## config.mk

```make
export PLATFORM = sky130hd
export DESIGN_NAME = cic_rate_ctrl_flat
export DESIGN_NICKNAME = d
export VERILOG_FILES = /design/src/rtl/cic_rate_ctrl_if.sv /design/src/rtl/cic_rate_ctrl.sv /design/src/flat_wrapper.sv
export SDC_FILE = /design/constraint.sdc
export NUM_CORES = 1
export LEC_CHECK = 0
export BUFFER_PORTS_ARGS = -buffer_cell sky130_fd_sc_hd__buf_2
export CAP_MARGIN = 20
export CORE_MARGIN = 2
export CORE_UTILIZATION = 53
export DETAILED_ROUTE_END_ITERATION = 8
export PLACE_DENSITY = 0.79
export SYNTH_ARGS = -nofsm -noshare
export SYNTH_HDL_FRONTEND = slang
export SYNTH_SLANG_ARGS = --single-unit
```

## constraint.sdc

```tcl
create_clock -name aclk -period 2.3 [get_ports aclk]
set_input_delay 0.46 -clock aclk [delete_from_list [all_inputs] [get_ports aclk]]
set_output_delay 0.46 -clock aclk [all_outputs]
set_load 0.005 [all_outputs]
```

## src/rtl/cic_rate_ctrl_if.sv

```systemverilog
// Control and configuration bundle around cic_rate_ctrl.
// master: the rate sequencer (drives the CIC/FIR config channels and status).
// slave : the surrounding control logic and filter IP config ports.
interface cic_rate_ctrl_if #(
  parameter int RATE_W    = 8,
  parameter int FIR_CFG_W = 8
);
  logic                 req_valid;
  logic [RATE_W-1:0]    req_rate;
  logic                 req_ready;
  logic                 req_err;
  logic [RATE_W-1:0]    cic_cfg_tdata;
  logic                 cic_cfg_tvalid;
  logic                 cic_cfg_tready;
  logic [FIR_CFG_W-1:0] fir_cfg_tdata;
  logic                 fir_cfg_tvalid;
  logic                 fir_cfg_tready;
  logic                 cic_out_tvalid;
  logic                 out_gate;
  logic                 busy;
  logic                 done;
  logic [RATE_W-1:0]    cur_rate;

  modport master (
    input  req_valid, req_rate, cic_cfg_tready, fir_cfg_tready, cic_out_tvalid,
    output req_ready, req_err, cic_cfg_tdata, cic_cfg_tvalid, fir_cfg_tdata,
           fir_cfg_tvalid, out_gate, busy, done, cur_rate
  );

  modport slave (
    output req_valid, req_rate, cic_cfg_tready, fir_cfg_tready, cic_out_tvalid,
    input  req_ready, req_err, cic_cfg_tdata, cic_cfg_tvalid, fir_cfg_tdata,
           fir_cfg_tvalid, out_gate, busy, done, cur_rate
  );
endinterface

```

## src/rtl/cic_rate_ctrl.sv

```systemverilog
// cic_rate_ctrl: sequences a runtime decimation-rate change of the CIC decimator
// and its FIR compensator. A range-checked request is pushed to the CIC config
// channel, then (optionally) to the FIR coefficient-select channel, and the output
// stays blanked until SETTLE_SAMPLES fresh CIC samples have refilled the chain.
// Optional feature macro: RATECTL_FIR_CFG_EN (FIR coefficient-select stage).
// Without it the CIC handshake goes straight to settling and the FIR channel is held 0.
module cic_rate_ctrl #(
  parameter int RATE_W         = 8,
  parameter int FIR_CFG_W      = 8,
  parameter int RATE_MIN       = 4,
  parameter int RATE_MAX       = 32,
  parameter int RATE_DEFAULT   = 4,
  parameter int SETTLE_SAMPLES = 8,
  parameter int CFG_TIMEOUT    = 255
) (
  input logic            aclk,
  input logic            reset,
  cic_rate_ctrl_if.master bus
);

  localparam int WAIT_W = $clog2(CFG_TIMEOUT + 1);
  localparam int SET_W  = $clog2(SETTLE_SAMPLES + 1);

  localparam logic [RATE_W-1:0] RATE_MIN_W   = RATE_W'(RATE_MIN);
  localparam logic [RATE_W-1:0] RATE_MAX_W   = RATE_W'(RATE_MAX);
  localparam logic [RATE_W-1:0] RATE_DEF_W   = RATE_W'(RATE_DEFAULT);
  localparam logic [WAIT_W-1:0] WAIT_LAST    = WAIT_W'(CFG_TIMEOUT - 1);
  localparam logic [SET_W-1:0]  SETTLE_LAST  = SET_W'(SETTLE_SAMPLES - 1);

  typedef enum logic [2:0] {
    ST_IDLE,
    ST_CIC_CFG,
    ST_FIR_CFG,
    ST_SETTLE,
    ST_DONE
  } state_t;

  state_t            state;
  state_t            state_nxt;
  logic              accept;
  logic              err_nxt;
  logic              in_range;
  logic [RATE_W-1:0] rate_lat;
  logic [WAIT_W-1:0] wait_cnt;
  logic [SET_W-1:0]  settle_cnt;

  // Saturating increment for the settle sample counter.
  function automatic logic [SET_W-1:0] sat_inc(input logic [SET_W-1:0] v);
    return (v == {SET_W{1'b1}}) ? v : v + 1'b1;
  endfunction

`ifdef RATECTL_FIR_CFG_EN
  // FIR coefficient bank for a decimation rate: <=4:0, <=8:1, <=16:2, else 3.
  function automatic logic [FIR_CFG_W-1:0] fir_sel(input logic [RATE_W-1:0] r);
    if (r <= RATE_W'(4))       return FIR_CFG_W'(0);
    else if (r <= RATE_W'(8))  return FIR_CFG_W'(1);
    else if (r <= RATE_W'(16)) return FIR_CFG_W'(2);
    else                       return FIR_CFG_W'(3);
  endfunction
`endif

  assign in_range = (bus.req_rate >= RATE_MIN_W) && (bus.req_rate <= RATE_MAX_W);

  // State register.
  always_ff @(posedge aclk) begin
    if (reset) state <= ST_IDLE;
    else       state <= state_nxt;
  end

  // Next-state decode, request acceptance and error pulse generation.
  always_comb begin
    state_nxt = state;
    accept    = 1'b0;
    err_nxt   = 1'b0;
    case (state)
      ST_IDLE: begin
        if (bus.req_valid && bus.req_ready) begin
          if (in_range) begin
            accept    = 1'b1;
            state_nxt = ST_CIC_CFG;
          end else begin
            err_nxt = 1'b1;
          end
        end
      end
      ST_CIC_CFG: begin
        if (bus.cic_cfg_tvalid && bus.cic_cfg_tready) begin
`ifdef RATECTL_FIR_CFG_EN
          state_nxt = ST_FIR_CFG;
`else
          state_nxt = ST_SETTLE;
`endif
        end else if (wait_cnt == WAIT_LAST) begin
          state_nxt = ST_IDLE;
          err_nxt   = 1'b1;
        end
      end
`ifdef RATECTL_FIR_CFG_EN
      ST_FIR_CFG: begin
        if (bus.fir_cfg_tvalid && bus.fir_cfg_tready) begin
          state_nxt = ST_SETTLE;
        end else if (wait_cnt == WAIT_LAST) begin
          state_nxt = ST_IDLE;
          err_nxt   = 1'b1;
        end
      end
`endif
      ST_SETTLE: begin
        if (bus.cic_out_tvalid && (settle_cnt == SETTLE_LAST)) state_nxt = ST_DONE;
      end
      ST_DONE:  state_nxt = ST_IDLE;
      default:  state_nxt = ST_IDLE;
    endcase
  end

  // Config-handshake wait counter, restarted on every state change.
  always_ff @(posedge aclk) begin
    if (reset)                                             wait_cnt <= '0;
    else if (state_nxt != state)                           wait_cnt <= '0;
    else if (state == ST_CIC_CFG || state == ST_FIR_CFG)   wait_cnt <= wait_cnt + 1'b1;
  end

  // Settle counter: only CIC samples seen while settling are counted.
  always_ff @(posedge aclk) begin
    if (reset)                                        settle_cnt <= '0;
    else if (state != ST_SETTLE)                      settle_cnt <= '0;
    else if (bus.cic_out_tvalid)                      settle_cnt <= sat_inc(settle_cnt);
  end

  // Accepted rate; plain data register, only meaningful after an accept.
  always_ff @(posedge aclk) begin
    if (accept) rate_lat <= bus.req_rate;
  end

  // Registered status and CIC channel outputs, decoded from the next state.
  always_ff @(posedge aclk) begin
    if (reset) begin
      bus.req_ready      <= 1'b1;
      bus.req_err        <= 1'b0;
      bus.cic_cfg_tvalid <= 1'b0;
      bus.cic_cfg_tdata  <= '0;
      bus.out_gate       <= 1'b1;
      bus.busy           <= 1'b0;
      bus.done           <= 1'b0;
      bus.cur_rate       <= RATE_DEF_W;
    end else begin
      bus.req_ready      <= (state_nxt == ST_IDLE);
      bus.req_err        <= err_nxt;
      bus.cic_cfg_tvalid <= (state_nxt == ST_CIC_CFG);
      bus.out_gate       <= (state_nxt == ST_IDLE) || (state_nxt == ST_DONE);
      bus.busy           <= (state_nxt != ST_IDLE);
      bus.done           <= (state_nxt == ST_DONE);
      if (accept)                 bus.cic_cfg_tdata <= bus.req_rate;
      if (state_nxt == ST_DONE)   bus.cur_rate      <= rate_lat;
    end
  end

`ifdef RATECTL_FIR_CFG_EN
  // FIR select channel; the select word is loaded on entry to FIR_CFG and held.
  always_ff @(posedge aclk) begin
    if (reset) begin
      bus.fir_cfg_tvalid <= 1'b0;
      bus.fir_cfg_tdata  <= '0;
    end else begin
      bus.fir_cfg_tvalid <= (state_nxt == ST_FIR_CFG);
      if (state_nxt == ST_FIR_CFG && state != ST_FIR_CFG) bus.fir_cfg_tdata <= fir_sel(rate_lat);
    end
  end
`else
  logic fir_tready_unused;

  assign bus.fir_cfg_tvalid = 1'b0;
  assign bus.fir_cfg_tdata  = '0;
  assign fir_tready_unused  = bus.fir_cfg_tready;
`endif

endmodule

```

## src/flat_wrapper.sv

```systemverilog
// flat-port wrapper written by rule: the top's interface ports become plain ports
module cic_rate_ctrl_flat 
#(
  parameter int RATE_W         = 8,
  parameter int FIR_CFG_W      = 8,
  parameter int RATE_MIN       = 4,
  parameter int RATE_MAX       = 32,
  parameter int RATE_DEFAULT   = 4,
  parameter int SETTLE_SAMPLES = 8,
  parameter int CFG_TIMEOUT    = 255
)
  (aclk, reset, bus_req_valid, bus_req_rate, bus_cic_cfg_tready, bus_fir_cfg_tready, bus_cic_out_tvalid, bus_req_ready, bus_req_err, bus_cic_cfg_tdata, bus_cic_cfg_tvalid, bus_fir_cfg_tdata, bus_fir_cfg_tvalid, bus_out_gate, bus_busy, bus_done, bus_cur_rate);
  cic_rate_ctrl_if #(.RATE_W(RATE_W), .FIR_CFG_W(FIR_CFG_W)) bus_i ();
  input logic aclk;
  input logic reset;
  input wire logic [$bits(bus_i.req_valid)-1:0] bus_req_valid;
  input wire logic [$bits(bus_i.req_rate)-1:0] bus_req_rate;
  input wire logic [$bits(bus_i.cic_cfg_tready)-1:0] bus_cic_cfg_tready;
  input wire logic [$bits(bus_i.fir_cfg_tready)-1:0] bus_fir_cfg_tready;
  input wire logic [$bits(bus_i.cic_out_tvalid)-1:0] bus_cic_out_tvalid;
  output wire logic [$bits(bus_i.req_ready)-1:0] bus_req_ready;
  output wire logic [$bits(bus_i.req_err)-1:0] bus_req_err;
  output wire logic [$bits(bus_i.cic_cfg_tdata)-1:0] bus_cic_cfg_tdata;
  output wire logic [$bits(bus_i.cic_cfg_tvalid)-1:0] bus_cic_cfg_tvalid;
  output wire logic [$bits(bus_i.fir_cfg_tdata)-1:0] bus_fir_cfg_tdata;
  output wire logic [$bits(bus_i.fir_cfg_tvalid)-1:0] bus_fir_cfg_tvalid;
  output wire logic [$bits(bus_i.out_gate)-1:0] bus_out_gate;
  output wire logic [$bits(bus_i.busy)-1:0] bus_busy;
  output wire logic [$bits(bus_i.done)-1:0] bus_done;
  output wire logic [$bits(bus_i.cur_rate)-1:0] bus_cur_rate;
  assign bus_i.req_valid = bus_req_valid;
  assign bus_i.req_rate = bus_req_rate;
  assign bus_i.cic_cfg_tready = bus_cic_cfg_tready;
  assign bus_i.fir_cfg_tready = bus_fir_cfg_tready;
  assign bus_i.cic_out_tvalid = bus_cic_out_tvalid;
  assign bus_req_ready = bus_i.req_ready;
  assign bus_req_err = bus_i.req_err;
  assign bus_cic_cfg_tdata = bus_i.cic_cfg_tdata;
  assign bus_cic_cfg_tvalid = bus_i.cic_cfg_tvalid;
  assign bus_fir_cfg_tdata = bus_i.fir_cfg_tdata;
  assign bus_fir_cfg_tvalid = bus_i.fir_cfg_tvalid;
  assign bus_out_gate = bus_i.out_gate;
  assign bus_busy = bus_i.busy;
  assign bus_done = bus_i.done;
  assign bus_cur_rate = bus_i.cur_rate;
  cic_rate_ctrl #(.RATE_W(RATE_W), .FIR_CFG_W(FIR_CFG_W), .RATE_MIN(RATE_MIN), .RATE_MAX(RATE_MAX), .RATE_DEFAULT(RATE_DEFAULT), .SETTLE_SAMPLES(SETTLE_SAMPLES), .CFG_TIMEOUT(CFG_TIMEOUT)) u_core (.aclk(aclk), .reset(reset), .bus(bus_i));
endmodule
```

==> impl_metrics.json <==
{
  "status": "finished, final reports clean",
  "num-fill-cells": 286,
  "htree_levels": 2,
  "start_util_pct": 56.8,
  "antenna_found_initial": 0,
  "period_needed_ns": 1.95,
  "dpl.hpwl_um": 2520,
  "critPathCapture": "u_core.wait_cnt[5]",
  "comb_power_share_pct": 6.7,
  "r2r-end": "u_core.wait_cnt[5]",
  "holdWs_ns": 0.294,
  "critPathMaxStageDelay_ns": 0.51,
  "die_w_um": 64.5,
  "cp-end-kind": "register",
  "chipHeight_um": 64.5,
  "ys_ff_latch": 45,
  "rsz0062_at_grt": "false",
  "max_slew.worst_pin.slew_ns": 0.678,
  "routedWlPerCell_um": 12.7,
  "leakage_nw": 0.853,
  "clockPowerShare_pct": 34.4,
  "p_sw_w": 0.000307,
  "synth_edf_count": 8,
  "max-cap-violations": 0,
  "dr.pass1.iters": 4,
  "max-vdd-ir-drop_mv": 0.362,
  "clock_path_buffers": 2,
  "grt_pass1_vias": 1331,
  "hold_path.class": "input pin to register",
  "num_vias": 1457,
  "drc": 0,
  "worstSkewPairLatency_ns": 0.36,
  "ctsResizeCount": 0,
  "yosys_warnings": 0,
  "cts_buffers": 5,
  "rrSetupSlack_ns": 0.35,
  "clock.fmax_mhz": 514,
  "grt_pass1_wl_um": 5900,
  "yosys-top-cells-area": "dfxtp_1 38%, edfxtp_1 12%, mux2i_1 4.1%",
  "final_cell_mix": "37 x dfxtp_1, 34 x buf_2, 17 x nor2_1",
  "grt_use_total_pct": 18.3,
  "holdCritStartpoint": "bus_req_rate[1]",
  "powerDensity_mw_per_mm2": 616,
  "postCtsSetupRepairBufs": 0,
  "finalSetupViolCount": 0,
  "r2r_start": "u_core.state[0]",
  "drt_iter0_drc": 65,
  "path_max_fanout": 10,
  "p_seq_share_pct": 58.9,
  "cts.sinks": 45,
  "clock_skew_ns": 0.0116,
  "path_clk_slew_ns": 0.13,
  "diodes": 0,
  "finalHoldViolCount": 0,
  "worstPathRequired_ns": 2.55,
  "path_class": "register to register",
  "start_kind": "register",
  "drive_gt1_share_pct": 27.2,
  "die-area_mm2": 0.00416,
  "final_nets": 244,
  "synthArstFlopShare_pct": 0,
  "cp_cell_sequence": "or3b_2 > a31oi_1 > a211oi_4 > a2111oi_1",
  "io_buffers": 34,
  "num_rows": 21,
  "wirelength_um": 3490,
  "synthDistinctLibCells": 47,
  "cts_root_buffer": "clkbuf_4",
  "yosysTopAreaCell": "dfxtp_1",
  "slew_headroom_pct": 54.5,
  "vias_per_cell": 5.32,
  "fin_crit_sh_pct": 84.7,
  "ys.flop_type": "dfxtp_1",
  "synth_area_mm2": 0.00194,
  "ant_nets": 0,
  "yosysSeqAreaShare_pct": 50.6,
  "io_pins": 45,
  "slowest_stage": "dfxtp_1",
  "syn_inst": 184,
  "critPathLaunch": "u_core.state[0]",
  "grt_max_degree": 28,
  "yosysTopAreaCellShare_pct": 38.2,
  "area_growth_pct": 16.1,
  "avgSynthCellArea_um2": 10.5,
  "cts_hold_buf": 0,
  "reg2reg_depth": 4,
  "overflow": 0,
  "intPower_w": 0.00108,
  "place_congestion": 0.798,
  "arrival_ns": 2.20,
  "final_max_slew_viol_count": 0,
  "tritoncts": "built",
  "coreArea_mm2": 0.00342,
  "final_common_cell": "dfxtp_1",
  "tns_ns": 0,
  "p_sw_share_pct": 22.2
}
-- synth_stat cells (2+ instances only) --
| cell type | number |
|---|---|
| clkbuf_1 | 5 |
| nor3_1 | 8 |
| nand4b_1 | 3 |
| nor2_1 | 17 |
| xnor2_1 | 8 |
| a21o_1 | 2 |
| a2111oi_1 | 6 |
| a21oi_1 | 10 |
| edfxtp_1 | 8 |
| nor3b_1 | 2 |
| nor2b_1 | 2 |
| nand3_1 | 7 |
| nand2_1 | 7 |
| ha_1 | 3 |
| o21ai_0 | 5 |
| a31oi_1 | 2 |
| nor4_1 | 2 |
| mux2i_1 | 8 |
| mux2_2 | 2 |
| buf_4 | 9 |
| dfxtp_1 | 37 |
| inv_1 | 5 |
| a211o_1 | 2 |
-- state kept, by name, summed over array words and instances, names as in the netlist --
register and cells:
u_core.wait_cnt 8, u_core.bus.cic_cfg_tdata 8, u_core.bus.out_gate 1, u_core.bus.req_err 1
u_core.bus.cur_rate 8, u_core.rate_lat 8, u_core.bus.req_ready 1, u_core.bus.done 1
u_core.settle_cnt 4, u_core.bus.cic_cfg_tvalid 1, u_core.state 3, u_core.bus.busy 1
-- critical path, delay by kind of cell (launching register included) --
family	cells	cell delay (ns)
AOI/OAI and AO/OA	3	0.83
DFF	1	0.51
and+or+nand+nor	1	0.51
-- how the worst min path moves through the flow --
stage                                       end  slack (ns)  depth (start not counted)
floorplan           u_core.bus.cic_cfg_tdata[6]        0.42                          2
global placement    u_core.bus.cic_cfg_tdata[7]        0.41                          2
detailed placement  u_core.bus.cic_cfg_tdata[7]        0.42                          2
CTS                          u_core.rate_lat[1]        0.29                          1
global route                 u_core.rate_lat[0]        0.28                          1
finish                       u_core.rate_lat[1]        0.29                          1
-- per-stage QoR --
stage	setup WS [ns]	util, %	instance area, µm²	total power [W]	cells
2_1_floorplan	0.269	-	1970	0.000899	192
3_3_place_gp	0.364	63.6	2170	0.000926	266
3_5_place_dp	0.335	63.6	2170	0.000927	266
4_1_cts	0.328	65.9	2250	0.00140	274
5_1_grt	0.160	65.9	2250	0.00145	274
6_report	0.353	65.9	2250	0.00139	274
-- routing by layer --
| layer | track usage (%) | wire length (µm) | up-vias |
|---|---|---|---|
| li1 | - | - | 737 |
| met2 | 30.1 | 1640 | 35 |
| met4 | 8.24 | 55 | 0 |
| met1 | 22.8 | 1630 | 677 |
| met3 | 4.51 | 164 | 8 |
| met5 | 0 | 0 | - |
-- power by group through the flow --
| stage | clock network, W | logic [W] | registers, W |
|---|---|---|---|
| floorplan | 0 | 0.0000644 | 0.000834 |
| detailed placement | 0 | 0.0000927 | 0.000835 |
| global route | 0.000524 | 0.000103 | 0.000818 |
| global placement | 0 | 0.0000918 | 0.000834 |
| CTS | 0.000489 | 0.0000933 | 0.000817 |
| finish | 0.000477 | 0.0000928 | 0.000817 |
-- area by class of cell --
class	instances	area, µm²	area share, %
clock inverter	2	38.8	1.72
timing repair buffer	42	230	10.2
multi-input combinational	128	883	39.2
sequential	45	981	43.6
inverter	5	18.8	0.834
tap	46	57.6	2.56
clock buffer	6	41.3	1.83
-- cell families after synthesis --
kind of cell,after synthesis,share of synthesized area [%]
compound gates,35,13.5
other cells,1,0.193
buf+inv,19,5.42
mux,11,6.45
xor+xnor,9,4.06
flops,45,50.6
fa+ha+maj,3,1.94
simple gates,61,17.9
Note: power is estimated with default switching activity, not from simulation.
